[src/rtl/fwd_hazard_unit_if.sv]
// Pipeline-register taps and hazard-unit results for fwd_hazard_unit.
// master: pipeline side (drives taps); slave: the hazard unit.
// Stats ports exist only when FWD_HAZARD_STATS_EN is defined.
interface fwd_hazard_unit_if #(
  parameter int NUM_SRC = 2,
  parameter int REG_AW  = 5
);
  logic [NUM_SRC*REG_AW-1:0] ifid_rs;
  logic [NUM_SRC-1:0]        ifid_rs_used;
  logic                      ifid_mc;
  logic [REG_AW-1:0]         ifid_rd;
  logic [NUM_SRC*REG_AW-1:0] idex_rs;
  logic [REG_AW-1:0]         idex_rd;
  logic                      idex_regwrite;
  logic                      idex_memread;
  logic [REG_AW-1:0]         exmem_rd;
  logic                      exmem_regwrite;
  logic [REG_AW-1:0]         memwb_rd;
  logic                      memwb_regwrite;
  logic                      ex_flush;
  logic [2*NUM_SRC-1:0]      forward_sel;
  logic                      stall;
  logic                      mc_busy;
  logic [REG_AW-1:0]         mc_rd;
`ifdef FWD_HAZARD_STATS_EN
  logic                      stat_clr;
  logic [31:0]               stat_lu_stalls;
  logic [31:0]               stat_mc_stalls;
  logic [31:0]               stat_fwd_count;
`endif

  modport master (
    output ifid_rs, ifid_rs_used, ifid_mc, ifid_rd,
    output idex_rs, idex_rd, idex_regwrite, idex_memread,
    output exmem_rd, exmem_regwrite,
    output memwb_rd, memwb_regwrite, ex_flush,
`ifdef FWD_HAZARD_STATS_EN
    output stat_clr,
    input  stat_lu_stalls, stat_mc_stalls, stat_fwd_count,
`endif
    input  forward_sel, stall, mc_busy, mc_rd
  );

  modport slave (
    input  ifid_rs, ifid_rs_used, ifid_mc, ifid_rd,
    input  idex_rs, idex_rd, idex_regwrite, idex_memread,
    input  exmem_rd, exmem_regwrite,
    input  memwb_rd, memwb_regwrite, ex_flush,
`ifdef FWD_HAZARD_STATS_EN
    input  stat_clr,
    output stat_lu_stalls, stat_mc_stalls, stat_fwd_count,
`endif
    output forward_sel, stall, mc_busy, mc_rd
  );
endinterface

[src/rtl/fwd_hazard_unit.sv]
// EX-stage operand forwarding, load-use / multi-cycle scoreboard stalls.
// Ports: clk, reset_n, bus (slave). Optional: FWD_HAZARD_STATS_EN.
module fwd_hazard_unit #(
  parameter int NUM_SRC = 2,
  parameter int REG_AW  = 5,
  parameter int MC_LAT  = 4
) (
  input logic          clk,
  input logic          reset_n,
  fwd_hazard_unit_if.slave bus
);
  localparam int CW = $clog2(MC_LAT + 1);

  typedef enum logic {IDLE, BUSY} st_e;

  st_e               st_q, st_d;
  logic [CW-1:0]     cnt_q, cnt_d;
  logic [REG_AW-1:0] rd_q, rd_d;

  logic [2*NUM_SRC-1:0] fsel;
  logic [REG_AW-1:0]    rs_ex, rs_id;
  logic                 lu_hit, sb_hit;
  logic                 busy;
  logic                 lu_hz, sb_hz, st_hz;
  logic                 stall, issue;

  always_comb begin
    fsel   = '0;
    rs_ex  = '0;
    rs_id  = '0;
    lu_hit = 1'b0;
    sb_hit = 1'b0;
    for (int i = 0; i < NUM_SRC; i++) begin
      rs_ex = bus.idex_rs[i*REG_AW +: REG_AW];
      rs_id = bus.ifid_rs[i*REG_AW +: REG_AW];
      if (bus.exmem_regwrite && bus.exmem_rd != '0
          && bus.exmem_rd == rs_ex)
        fsel[2*i +: 2] = 2'b10;
      else if (bus.memwb_regwrite && bus.memwb_rd != '0
               && bus.memwb_rd == rs_ex)
        fsel[2*i +: 2] = 2'b01;
      if (bus.ifid_rs_used[i] && rs_id == bus.idex_rd)
        lu_hit = 1'b1;
      if (bus.ifid_rs_used[i] && rs_id == rd_q)
        sb_hit = 1'b1;
    end
  end

  assign busy  = (st_q == BUSY);
  assign lu_hz = bus.idex_memread && bus.idex_regwrite
              && bus.idex_rd != '0 && lu_hit;
  assign sb_hz = busy && rd_q != '0
              && (sb_hit || bus.ifid_rd == rd_q);
  assign st_hz = bus.ifid_mc && busy;

  // reset_n gates stall so the pipeline is never frozen during reset
  assign stall = reset_n && !bus.ex_flush
              && (lu_hz || sb_hz || st_hz);
  assign issue = bus.ifid_mc && !stall && !bus.ex_flush;

  always_comb begin
    st_d  = st_q;
    cnt_d = cnt_q;
    rd_d  = rd_q;
    unique case (st_q)
      IDLE: begin
        if (issue) begin
          st_d  = BUSY;
          cnt_d = CW'(MC_LAT);
          rd_d  = bus.ifid_rd;
        end
      end
      BUSY: begin
        if (cnt_q == CW'(1)) begin
          st_d  = IDLE;
          cnt_d = '0;
        end else begin
          cnt_d = cnt_q - CW'(1);
        end
      end
      default: st_d = IDLE;
    endcase
  end

  always_ff @(posedge clk or negedge reset_n) begin
    if (!reset_n) begin
      st_q  <= IDLE;
      cnt_q <= '0;
      rd_q  <= '0;
    end else begin
      st_q  <= st_d;
      cnt_q <= cnt_d;
      rd_q  <= rd_d;
    end
  end

  assign bus.forward_sel = fsel;
  assign bus.stall       = stall;
  assign bus.mc_busy     = busy;
  assign bus.mc_rd       = rd_q;

`ifdef FWD_HAZARD_STATS_EN
  logic [31:0] lu_cnt, mc_cnt, fw_cnt;
  logic        lu_inc, mc_inc, fw_inc;

  assign lu_inc = stall && lu_hz;
  assign mc_inc = stall && (sb_hz || st_hz);
  assign fw_inc = |fsel;

  always_ff @(posedge clk or negedge reset_n) begin
    if (!reset_n) begin
      lu_cnt <= '0;
      mc_cnt <= '0;
      fw_cnt <= '0;
    end else if (bus.stat_clr) begin
      lu_cnt <= '0;
      mc_cnt <= '0;
      fw_cnt <= '0;
    end else begin
      if (lu_inc && !(&lu_cnt)) lu_cnt <= lu_cnt + 32'd1;
      if (mc_inc && !(&mc_cnt)) mc_cnt <= mc_cnt + 32'd1;
      if (fw_inc && !(&fw_cnt)) fw_cnt <= fw_cnt + 32'd1;
    end
  end

  assign bus.stat_lu_stalls = lu_cnt;
  assign bus.stat_mc_stalls = mc_cnt;
  assign bus.stat_fwd_count = fw_cnt;
`endif
endmodule

[src/flat_wrapper.sv]
// flat-port wrapper written by rule: the top's interface ports become plain ports
module fwd_hazard_unit_flat 
#(
  parameter int NUM_SRC = 2,
  parameter int REG_AW  = 5,
  parameter int MC_LAT  = 4
)
  (clk, reset_n, bus_ifid_rs, bus_ifid_rs_used, bus_ifid_mc, bus_ifid_rd, bus_idex_rs, bus_idex_rd, bus_idex_regwrite, bus_idex_memread, bus_exmem_rd, bus_exmem_regwrite, bus_memwb_rd, bus_memwb_regwrite, bus_ex_flush, bus_forward_sel, bus_stall, bus_mc_busy, bus_mc_rd);
  fwd_hazard_unit_if #(.NUM_SRC(NUM_SRC), .REG_AW(REG_AW)) bus_i ();
  input logic clk;
  input logic reset_n;
  input wire logic [$bits(bus_i.ifid_rs)-1:0] bus_ifid_rs;
  input wire logic [$bits(bus_i.ifid_rs_used)-1:0] bus_ifid_rs_used;
  input wire logic [$bits(bus_i.ifid_mc)-1:0] bus_ifid_mc;
  input wire logic [$bits(bus_i.ifid_rd)-1:0] bus_ifid_rd;
  input wire logic [$bits(bus_i.idex_rs)-1:0] bus_idex_rs;
  input wire logic [$bits(bus_i.idex_rd)-1:0] bus_idex_rd;
  input wire logic [$bits(bus_i.idex_regwrite)-1:0] bus_idex_regwrite;
  input wire logic [$bits(bus_i.idex_memread)-1:0] bus_idex_memread;
  input wire logic [$bits(bus_i.exmem_rd)-1:0] bus_exmem_rd;
  input wire logic [$bits(bus_i.exmem_regwrite)-1:0] bus_exmem_regwrite;
  input wire logic [$bits(bus_i.memwb_rd)-1:0] bus_memwb_rd;
  input wire logic [$bits(bus_i.memwb_regwrite)-1:0] bus_memwb_regwrite;
  input wire logic [$bits(bus_i.ex_flush)-1:0] bus_ex_flush;
  output wire logic [$bits(bus_i.forward_sel)-1:0] bus_forward_sel;
  output wire logic [$bits(bus_i.stall)-1:0] bus_stall;
  output wire logic [$bits(bus_i.mc_busy)-1:0] bus_mc_busy;
  output wire logic [$bits(bus_i.mc_rd)-1:0] bus_mc_rd;
  assign bus_i.ifid_rs = bus_ifid_rs;
  assign bus_i.ifid_rs_used = bus_ifid_rs_used;
  assign bus_i.ifid_mc = bus_ifid_mc;
  assign bus_i.ifid_rd = bus_ifid_rd;
  assign bus_i.idex_rs = bus_idex_rs;
  assign bus_i.idex_rd = bus_idex_rd;
  assign bus_i.idex_regwrite = bus_idex_regwrite;
  assign bus_i.idex_memread = bus_idex_memread;
  assign bus_i.exmem_rd = bus_exmem_rd;
  assign bus_i.exmem_regwrite = bus_exmem_regwrite;
  assign bus_i.memwb_rd = bus_memwb_rd;
  assign bus_i.memwb_regwrite = bus_memwb_regwrite;
  assign bus_i.ex_flush = bus_ex_flush;
  assign bus_forward_sel = bus_i.forward_sel;
  assign bus_stall = bus_i.stall;
  assign bus_mc_busy = bus_i.mc_busy;
  assign bus_mc_rd = bus_i.mc_rd;
  fwd_hazard_unit #(.NUM_SRC(NUM_SRC), .REG_AW(REG_AW), .MC_LAT(MC_LAT)) u_core (.clk(clk), .reset_n(reset_n), .bus(bus_i));
endmodule
[config.mk]
export PLATFORM = sky130hd
export DESIGN_NAME = fwd_hazard_unit_flat
export DESIGN_NICKNAME = d
export VERILOG_FILES = /design/src/rtl/fwd_hazard_unit_if.sv /design/src/rtl/fwd_hazard_unit.sv /design/src/flat_wrapper.sv
export SDC_FILE = /design/constraint.sdc
export NUM_CORES = 1
export LEC_CHECK = 0
export ABC_AREA = 1
export CORE_MARGIN = 2
export CORE_UTILIZATION = 27
export CTS_BUF_LIST = sky130_fd_sc_hd__clkbuf_8
export CTS_CLUSTER_SIZE = 16
export DETAILED_ROUTE_END_ITERATION = 7
export GPL_TIMING_DRIVEN = 0
export PLACE_DENSITY_LB_ADDON = 0.25
export RECOVER_POWER = 50
export SETUP_SLACK_MARGIN = 0.5
export SLEW_MARGIN = 10
export SYNTH_ARGS = -nofsm -noshare
export SYNTH_HDL_FRONTEND = slang
export SYNTH_SLANG_ARGS = --single-unit
[constraint.sdc]
create_clock -name clk -period 2.2 [get_ports clk]
set_clock_uncertainty 0.05 [all_clocks]
set_input_delay 0.55 -clock clk [delete_from_list [all_inputs] [get_ports clk]]
set_output_delay 0.55 -clock clk [all_outputs]
set_load 0.02 [all_outputs]
### Word-level counts from Yosys, hierarchy flattened

Cells that the tools add are included.

* register bits: 9
* bits in latches: 0
* bits in writable memories: 0
* ROM bits: 0
* input bits: 50
* output and inout bits: 11
* logic and storage cells: 60
* memories: 0

* add/subtract/negate cells: 1
* multipliers: 0
* divide/modulo/power cells: 0
* order comparisons: 0
* eq/ne operators: 11
* shift-type cells: 0
* multiplexer cells: 14
* bitwise logic cells: 1
* reductions and logical operators: 30

Operators with widths (count)
* $eq 5x5->1: 9
* $logic_and 1x1->1: 20
* $reduce_bool 5->1: 4
* $mux 1: 8
* $mux 3: 2
* $pmux 3 s2: 1
* $mux 2: 2
* $eq 3x1->1 const B: 1
* $logic_or 1x1->1: 3
* $sub 3x1->3 const B: 1
* $logic_not 1->1: 2
* $ne 2x1->1 const B: 1
* $pmux 1 s2: 1
* $reduce_and 2->1: 1
* $not 1->1: 1

### Depth between registers and ports, before layout

Gate-level depths: netlist of the first run.

* depth after elaboration: 14
* depth in mapped cells: 13
* gate-level depth less buffers: 13

### Least setup slack after synthesis of the first run

No wires, ideal clock.

* kind: input to output
* start point: input bus_exmem_rd[0]
* end point: output bus_forward_sel[2]
* arrival: 1.799 ns
* data required time: 1.600 ns
* slack: -0.199 ns
* stages on the path: 4
* buffers on the path: 0
* path through: xnor2_1 > nand3_1 > nor4_1 > nor3_1

* word-level cells in the longest chain between the ends: 4
* elaborated cells between the ends (all ways): 5
* those cells by class: 1 x eq/ne; 1 x mux; 3 x reduce/logical

RTL lines
* from (decl): line flat_wrapper.sv:20 `input wire logic [$bits(bus_i.exmem_rd)-1:0] bus_exmem_rd;`
* $reduce_bool 5->1: line fwd_hazard_unit.sv:36 `if (bus.exmem_regwrite && bus.exmem_rd != '0`
* $logic_and 1x1->1: line fwd_hazard_unit.sv:36
* $logic_and 1x1->1 (*): line fwd_hazard_unit.sv:37 `&& bus.exmem_rd == rs_ex)`
* $mux 2 (*): line fwd_hazard_unit.sv:36
* to (decl): line flat_wrapper.sv:25 `output wire logic [$bits(bus_i.forward_sel)-1:0] bus_forward_sel;`

Every way passes the cells marked *; elsewhere a longest branch is shown, timed or not.

### Worst setup path in the final report of the first run

Same ends and word-level chain as after synthesis.

==> impl_metrics.toml, run 1 <==
[run_status]
status = "finished with violations"
violations = "negative setup slack"

[logic_synthesis]
ys_types = 24
synth.area.top_cells = "nand2_1, dfrtp_1, xnor2_1"
syn_area_sq_um = 1240
synthFlopType = "dfrtp_1"
synthCells = 204
synth.top_cell.area_share_pct = 20.2
synthesis.nets = 256
ys_seq_elements = 9
synth_edf_count = 0
async_flop_share_pct = 100
synth_area_per_cell_sq_um = 6.10
yosysSeqAreaShare_pct = 18.1
ys_warn_count = 0
synth_top_area_cell = "nand2_1"

[timing]
clock.fmax_ghz = 0.449
post-route-period-util_pct = 101
maxSlewHeadroom_pct = 61.7
slew_viol_final = 0
grt_setup_unrepaired = "yes"
finalCriticalPeriod_ps = 2230
setup_slack_ps = -28.0
worstMarginPinSlew_ps = 575
hold_viol_final = 0
finalSetupViolations = 2

[global_route]
grt_first_pass_wirelength_microns = 6270
grt-ovfl-total = 0
antenna_found_initial = 0
grt_max_degree = 11
grt_pass1_vias = 1423
track_usage_pct = 14.9

[worst_setup_path]
rr_startpoint = "u_core.bus.mc_rd[0]"
startpoint = "bus_exmem_rd[0]"
crit_path_end_kind = "primary output"
regToRegSetupSlack_ps = 340
r2r_end = "u_core.cnt_q[2]"
worst_r2r_path_depth = 14
worstPathArrival_ps = 1630
worstSetupEndpoint = "bus_forward_sel[2]"
crit_required_ps = 1600
startpoint_type = "input pin"
path_class = "input pin to primary output"
cp_max_fo = 2

[clock_tree]
cts_buffers = 3
clk_pin_slew_ps = 50
ctsRootBufferMaster = "clkbuf_8"
cts_max_path_buffers = 2
htreeDepth = 1
postCtsHoldBufs = 0
cts_tree = "built"
cts.sinks = 9
insertion_delay_ps = 230

[route]
dr_total_vias = 1518
drt_iter0_drc = 53
drc = 0
dr.pass1.iters = 4
routedWlPerCell_microns = 12.0
avgViaCountPerCell = 4.59
drt_wl_total_microns = 3980
drtAntennaViolNets = 0

[place]
gp_congestion = 0.803
port-buffer-count = 60
dp_slack_ps = -984
dp_hpwl_microns = 3090

[power]
combinationalPowerShare_pct = 63.3
power.internal_uw = 841
power_frac_seq_pct = 24.4
p_sw_share_pct = 46.8
power_switching_uw = 738
power.density_nw_per_um2 = 695
pwr-share-clk_pct = 12.3
leakagePower_nw = 1.15
vdd_drop_max_v = 0.000547

[cells_and_area]
final_nets = 332
area_delta_synth_final_pct = 82.5
utilization_pct = 51.8
antenna_cells = 0
drive_gt1_share_pct = 47.0

[floorplanning]
initial_utilization_pct = 28.4
fp.dieH_microns = 71.9
core_area_sq_um = 4380
fp-row-count = 24
die-width_microns = 71.9
ioPinCount = 61
dieArea_sq_um = 5170

[job]
maxCapViolations = 0

[hold_path]
hold_path_class = "input pin to asynchronous set/reset pin"
stage by stage:
step           instances  TNS [ps]  power [mW]  cell area, sq um  hold slack [ps]
6_report             331     -49.8        1.58              2270              233
5_1_grt              331      -238        1.72              2270              276
4_1_cts              326      -162        1.43              2060              229
3_5_place_dp         316     -6030        1.27              2040              441
3_3_place_gp         316     -6010        1.26              2040              440
2_1_floorplan        204         0       0.923              1380              204
per-layer routing:
| layer | vias to the layer above | share of wire (%) | global-route usage, % |
|---|---|---|---|
| met5 | - | 0 | 0 |
| met3 | 6 | 4.3 | 0.972 |
| met1 | 671 | 43 | 19.4 |
| met2 | 45 | 51 | 26.6 |
| met4 | 0 | 1.4 | 4.19 |
| li1 | 796 | - | - |
cell type report:
type                            instances  area (sq um)
Buffer                                  1          7.51
Clock buffer                            3          41.3
Multi-Input combinational cell        163          1120
Sequential cell                         9           226
Timing Repair Buffer                   71           637
Tap cell                               52          65.1
Inverter                               31           169
Clock inverter                          1          3.75
Fill cell                             432          2110
how the worst min path moves through the flow:
stage                               start                  to  slack [ps]  depth (start not counted)
after global routing              reset_n     u_core.cnt_q[1]         280                          1
after floorplan                   reset_n  u_core.bus.mc_busy         200                          0
after detailed placement  u_core.cnt_q[1]     u_core.cnt_q[1]         440                          2
after CTS                         reset_n     u_core.cnt_q[0]         230                          1
final                             reset_n     u_core.cnt_q[1]         230                          1
after global placement    u_core.cnt_q[1]     u_core.cnt_q[1]         440                          2
cells by family after synthesis:
group | count (synthesis) | share of synthesized area, %
XOR/XNOR | 25 | 17.6
AND/OR/NAND/NOR | 124 | 45.4
flip-flops | 9 | 18.1
AO/OA/AOI/OAI | 12 | 6.94
adder cells (fa/ha/maj) | 2 | 2.01
buffers and inverters | 32 | 9.95
power by group through the flow:
stage          clock, mW  combinational [mW]  sequential, mW
3_3_place_gp           0               0.877           0.378
5_1_grt            0.207                1.11           0.403
4_1_cts            0.197               0.851           0.379
3_5_place_dp           0               0.886           0.381
6_report           0.194               0.999           0.385
2_1_floorplan          0               0.509           0.414
registers in the layout, indices dropped and copies added (netlist names):
| name | count |
|---|---|
| u_core.bus.mc_busy | 1 |
| u_core.cnt_q | 3 |
| u_core.bus.mc_rd | 5 |
worst max-delay path, stage by stage:
cell and delay (ps):
buf_8 100, or2_4 240, o41ai_4 220, buf_4 170
nor4_4 40, nor3_4 160, buf_6 140
cell usage after synthesis, types with 3 or more instances:
master	count
dfrtp_1	9
nor2_1	22
o21ai_0	4
nand2_1	67
inv_1	24
nand3_1	11
o21ai_1	5
nand4_1	8
inv_2	7
nand2_2	3
xnor2_1	15
xor2_1	10
what timing repair did:
| action | in CTS | in global routing |
|---|---|---|
| gates cloned | 0 | 0 |
| gates resized for setup | 184 | 101 |
| setup buffers | 6 | 5 |
| pin swaps | 25 | 44 |
| setup endpoints to repair | 20 | 14 |
cells in the final DEF (no fill, tap or decap), types with 2 or more instances in the layout:
master,n
nand2_1,51
nand2_2,19
nor2_1,17
buf_6,13
xnor2_1,11
buf_4,11
dlygate4sd2_1,11
clkbuf_2,11
inv_1,10
inv_2,10
buf_2,10
xor2_1,8
nand3_1,8
nand4_1,8
buf_8,8
dfrtp_1,8
inv_4,7
nand3_2,5
nor2_2,5
o21ai_1,5
clkdlybuf4s15_1,4
xnor2_2,3
clkbuf_8,3
or2_4,2
o41ai_4,2
nor4_4,2
nor2_4,2
xor2_2,2
clkinv_4,2
o21ai_2,2
o21ai_0,2
ha_1,2
buf_12,2
No activity file was read; power rests on OpenSTA's default activity.
==> run 2: changes to the inputs <==
- ABC_AREA: 1 -> default
- CAP_MARGIN: default -> 20
- CORE_ASPECT_RATIO: default -> 0.9
==> impl_metrics.toml, run 2 <==
[run_status]
status = "finished with violations"
violations = "negative setup slack"

[worst_setup_path]
crit_path_end_kind = "primary output"
crit_required_ps = 1600
path_class = "flip-flop to primary output"
worstPathArrival_ps = 1980
cp_max_fo = 4
startpoint_type = "flip-flop"

[global_route]
track_usage_pct = 16.7
antenna_found_initial = 0
grt_pass1_vias = 1122
grt_first_pass_wirelength_microns = 5240
grt_max_degree = 12
grt-ovfl-total = 0

[clock_tree]
cts_buffers = 3
clk_pin_slew_ps = 50
cts.sinks = 9
postCtsHoldBufs = 0
cts_max_path_buffers = 2
ctsRootBufferMaster = "clkbuf_8"
cts_tree = "built"
insertion_delay_ps = 240
htreeDepth = 1

[floorplanning]
initial_utilization_pct = 28.8
ioPinCount = 61
fp.dieH_microns = 61.6
core_area_sq_um = 3450
die-width_microns = 68.0
fp-row-count = 20
dieArea_sq_um = 4190

[logic_synthesis]
ys_types = 23
synthFlopType = "dfrtp_1"
yosysMostFrequentCell = "xor2_1"
synth.area.top_cells = "dfrtp_1, xor2_1, xnor2_1"
synthCells = 110
ys_seq_elements = 9
synth_area_per_cell_sq_um = 9.05
synthesis.nets = 162
synth.top_cell.area_share_pct = 22.6
syn_area_sq_um = 996
synth_top_area_cell = "dfrtp_1"
synth_edf_count = 0
ys_top_cells_by_count = "xor2_1, xnor2_1, dfrtp_1"
ys_warn_count = 0
yosysSeqAreaShare_pct = 22.6
async_flop_share_pct = 100

[cells_and_area]
largest_register_ffs = 5
fillers = 308
area_delta_synth_final_pct = 97.7
antenna_cells = 0
drive_gt1_share_pct = 48.9
layout.cells.non_filler = 234
mostFrequentLayoutCell = "xor2_1"
final_cell_mix = "xor2_1, xnor2_1, buf_4"
final_nets = 243
fin_area_sq_um = 1970

[route]
dr_total_vias = 1127
wl_met2_microns = 1780
avgViaCountPerCell = 4.82
drt_iter0_drc = 16
drtAntennaViolNets = 0
wl_met1_microns = 1440
dr.pass1.iters = 4
route.met3.wl_microns = 218
drt_wl_total_microns = 3480
drc = 0
top_layer_used = "met4"
routedWlPerCell_microns = 14.9

[timing]
clock.fmax_ghz = 0.388
finalCriticalPeriod_ps = 2580
setup_slack_ps = -376
grt_setup_unrepaired = "yes"
hold_viol_final = 0
finalSetupViolations = 5
maxSlewHeadroom_pct = 61.0
slew_viol_final = 0
worstMarginPinSlew_ps = 586
post-route-period-util_pct = 117

[place]
dp_hpwl_microns = 2660
dp_slack_ps = -1250
place_area_sq_um = 1740
port-buffer-count = 60
gp_congestion = 0.783
post-place-cells = 214

[power]
vdd_drop_max_v = 0.000576
power.density_nw_per_um2 = 754
power.total_mw = 1.48
leakagePower_nw = 0.827

[hold_path]
hold_path_class = "input pin to asynchronous set/reset pin"

[job]
maxCapViolations = 0
-- run 2: cell count changes after synthesis, moves of 6 or more --
cell	previous run	this run
xor2_1	10	25
or4_1	0	6
inv_1	24	4
nor2_1	22	2
inv_2	7	0
nand4_1	8	2
nand2_1	67	5
-- run 2: path summary, 6_finish.rpt --
check / startpoint / endpoint / slack [ps] / cells past startpoint
min in group clk: u_core.cnt_q[2] / u_core.cnt_q[2] / 470 / 1
min: reset_n / u_core.cnt_q[2] / 230 / 1
min reg2reg: u_core.cnt_q[2] / u_core.cnt_q[2] / 470 / 1
max in group asynchronous: reset_n / u_core.bus.mc_rd[3] / 1440 / 1
max reg2reg: u_core.cnt_q[1] / u_core.cnt_q[1] / 730 / 5
max: u_core.bus.mc_rd[4] / bus_stall / -380 / 6
-- run 2: layout make-up --
| type | instances | area (sq um) | share of cell area (%) |
|---|---|---|---|
| clock buffers | 3 | 41.3 | 2.10 |
| clock inverters | 1 | 3.75 | 0.191 |
| inverters | 4 | 15.0 | 0.762 |
| multi-input cells | 97 | 983 | 49.9 |
| flip-flops and latches | 9 | 231 | 11.8 |
| well taps | 44 | 55.1 | 2.80 |
| repair buffers | 76 | 639 | 32.5 |
-- run 2: power by group --
part	internal, mW	switching [mW]
clock network	0.122	0.0704
logic	0.487	0.414
registers	0.261	0.129
total	0.871	0.614
-- run 2: kinds of logic (layout without fill, tap and decap cells) --
logic type | Yosys count | after routing | share of synthesized area, %
simple gates | 33 | 33 | 19.0
mux | 5 | 5 | 5.65
buf+inv | 4 | 84 | 1.51
compound gates | 12 | 12 | 9.17
flops | 9 | 9 | 22.6
xor+xnor | 45 | 45 | 39.6
fa+ha+maj | 2 | 2 | 2.51
-- run 2: per-stage QoR --
step	hold slack [ps]	TNS [ps]	util (%)
2_1_floorplan	204	-123	-
3_3_place_gp	439	-10060	50.5
3_5_place_dp	455	-10430	50.5
4_1_cts	302	-1410	55.9
5_1_grt	282	-1350	57.0
6_report	235	-1120	57.0
-- run 2: worst max-delay path, cell delays in order, from the launching register on --
cell	delay, ps
dfrtp_2	440
xor2_1	160
nor4_1	300
nand3_1	150
a31o_4	270
a311oi_4	260
buf_6	160
-- run 2: per-layer routing --
metal / track usage (%) / up-vias
met2: 30.0 / 40
li1: - / 552
met4: 5.14 / 0
met3: 1.46 / 2
met5: 0 / -
met1: 21.4 / 533
-- run 2: what timing repair did --
item,in CTS,in global routing
pin swaps,27,20
resized for setup,169,45
buffers inserted,13,3
endpoints found under the setup margin,20,18
==> run 3: changes to the inputs <==
- ABC_CLOCK_PERIOD_IN_PS: default -> 2200
==> results of run 3 <==
The final DEF is identical to that of run 2; final timing and power are the same.
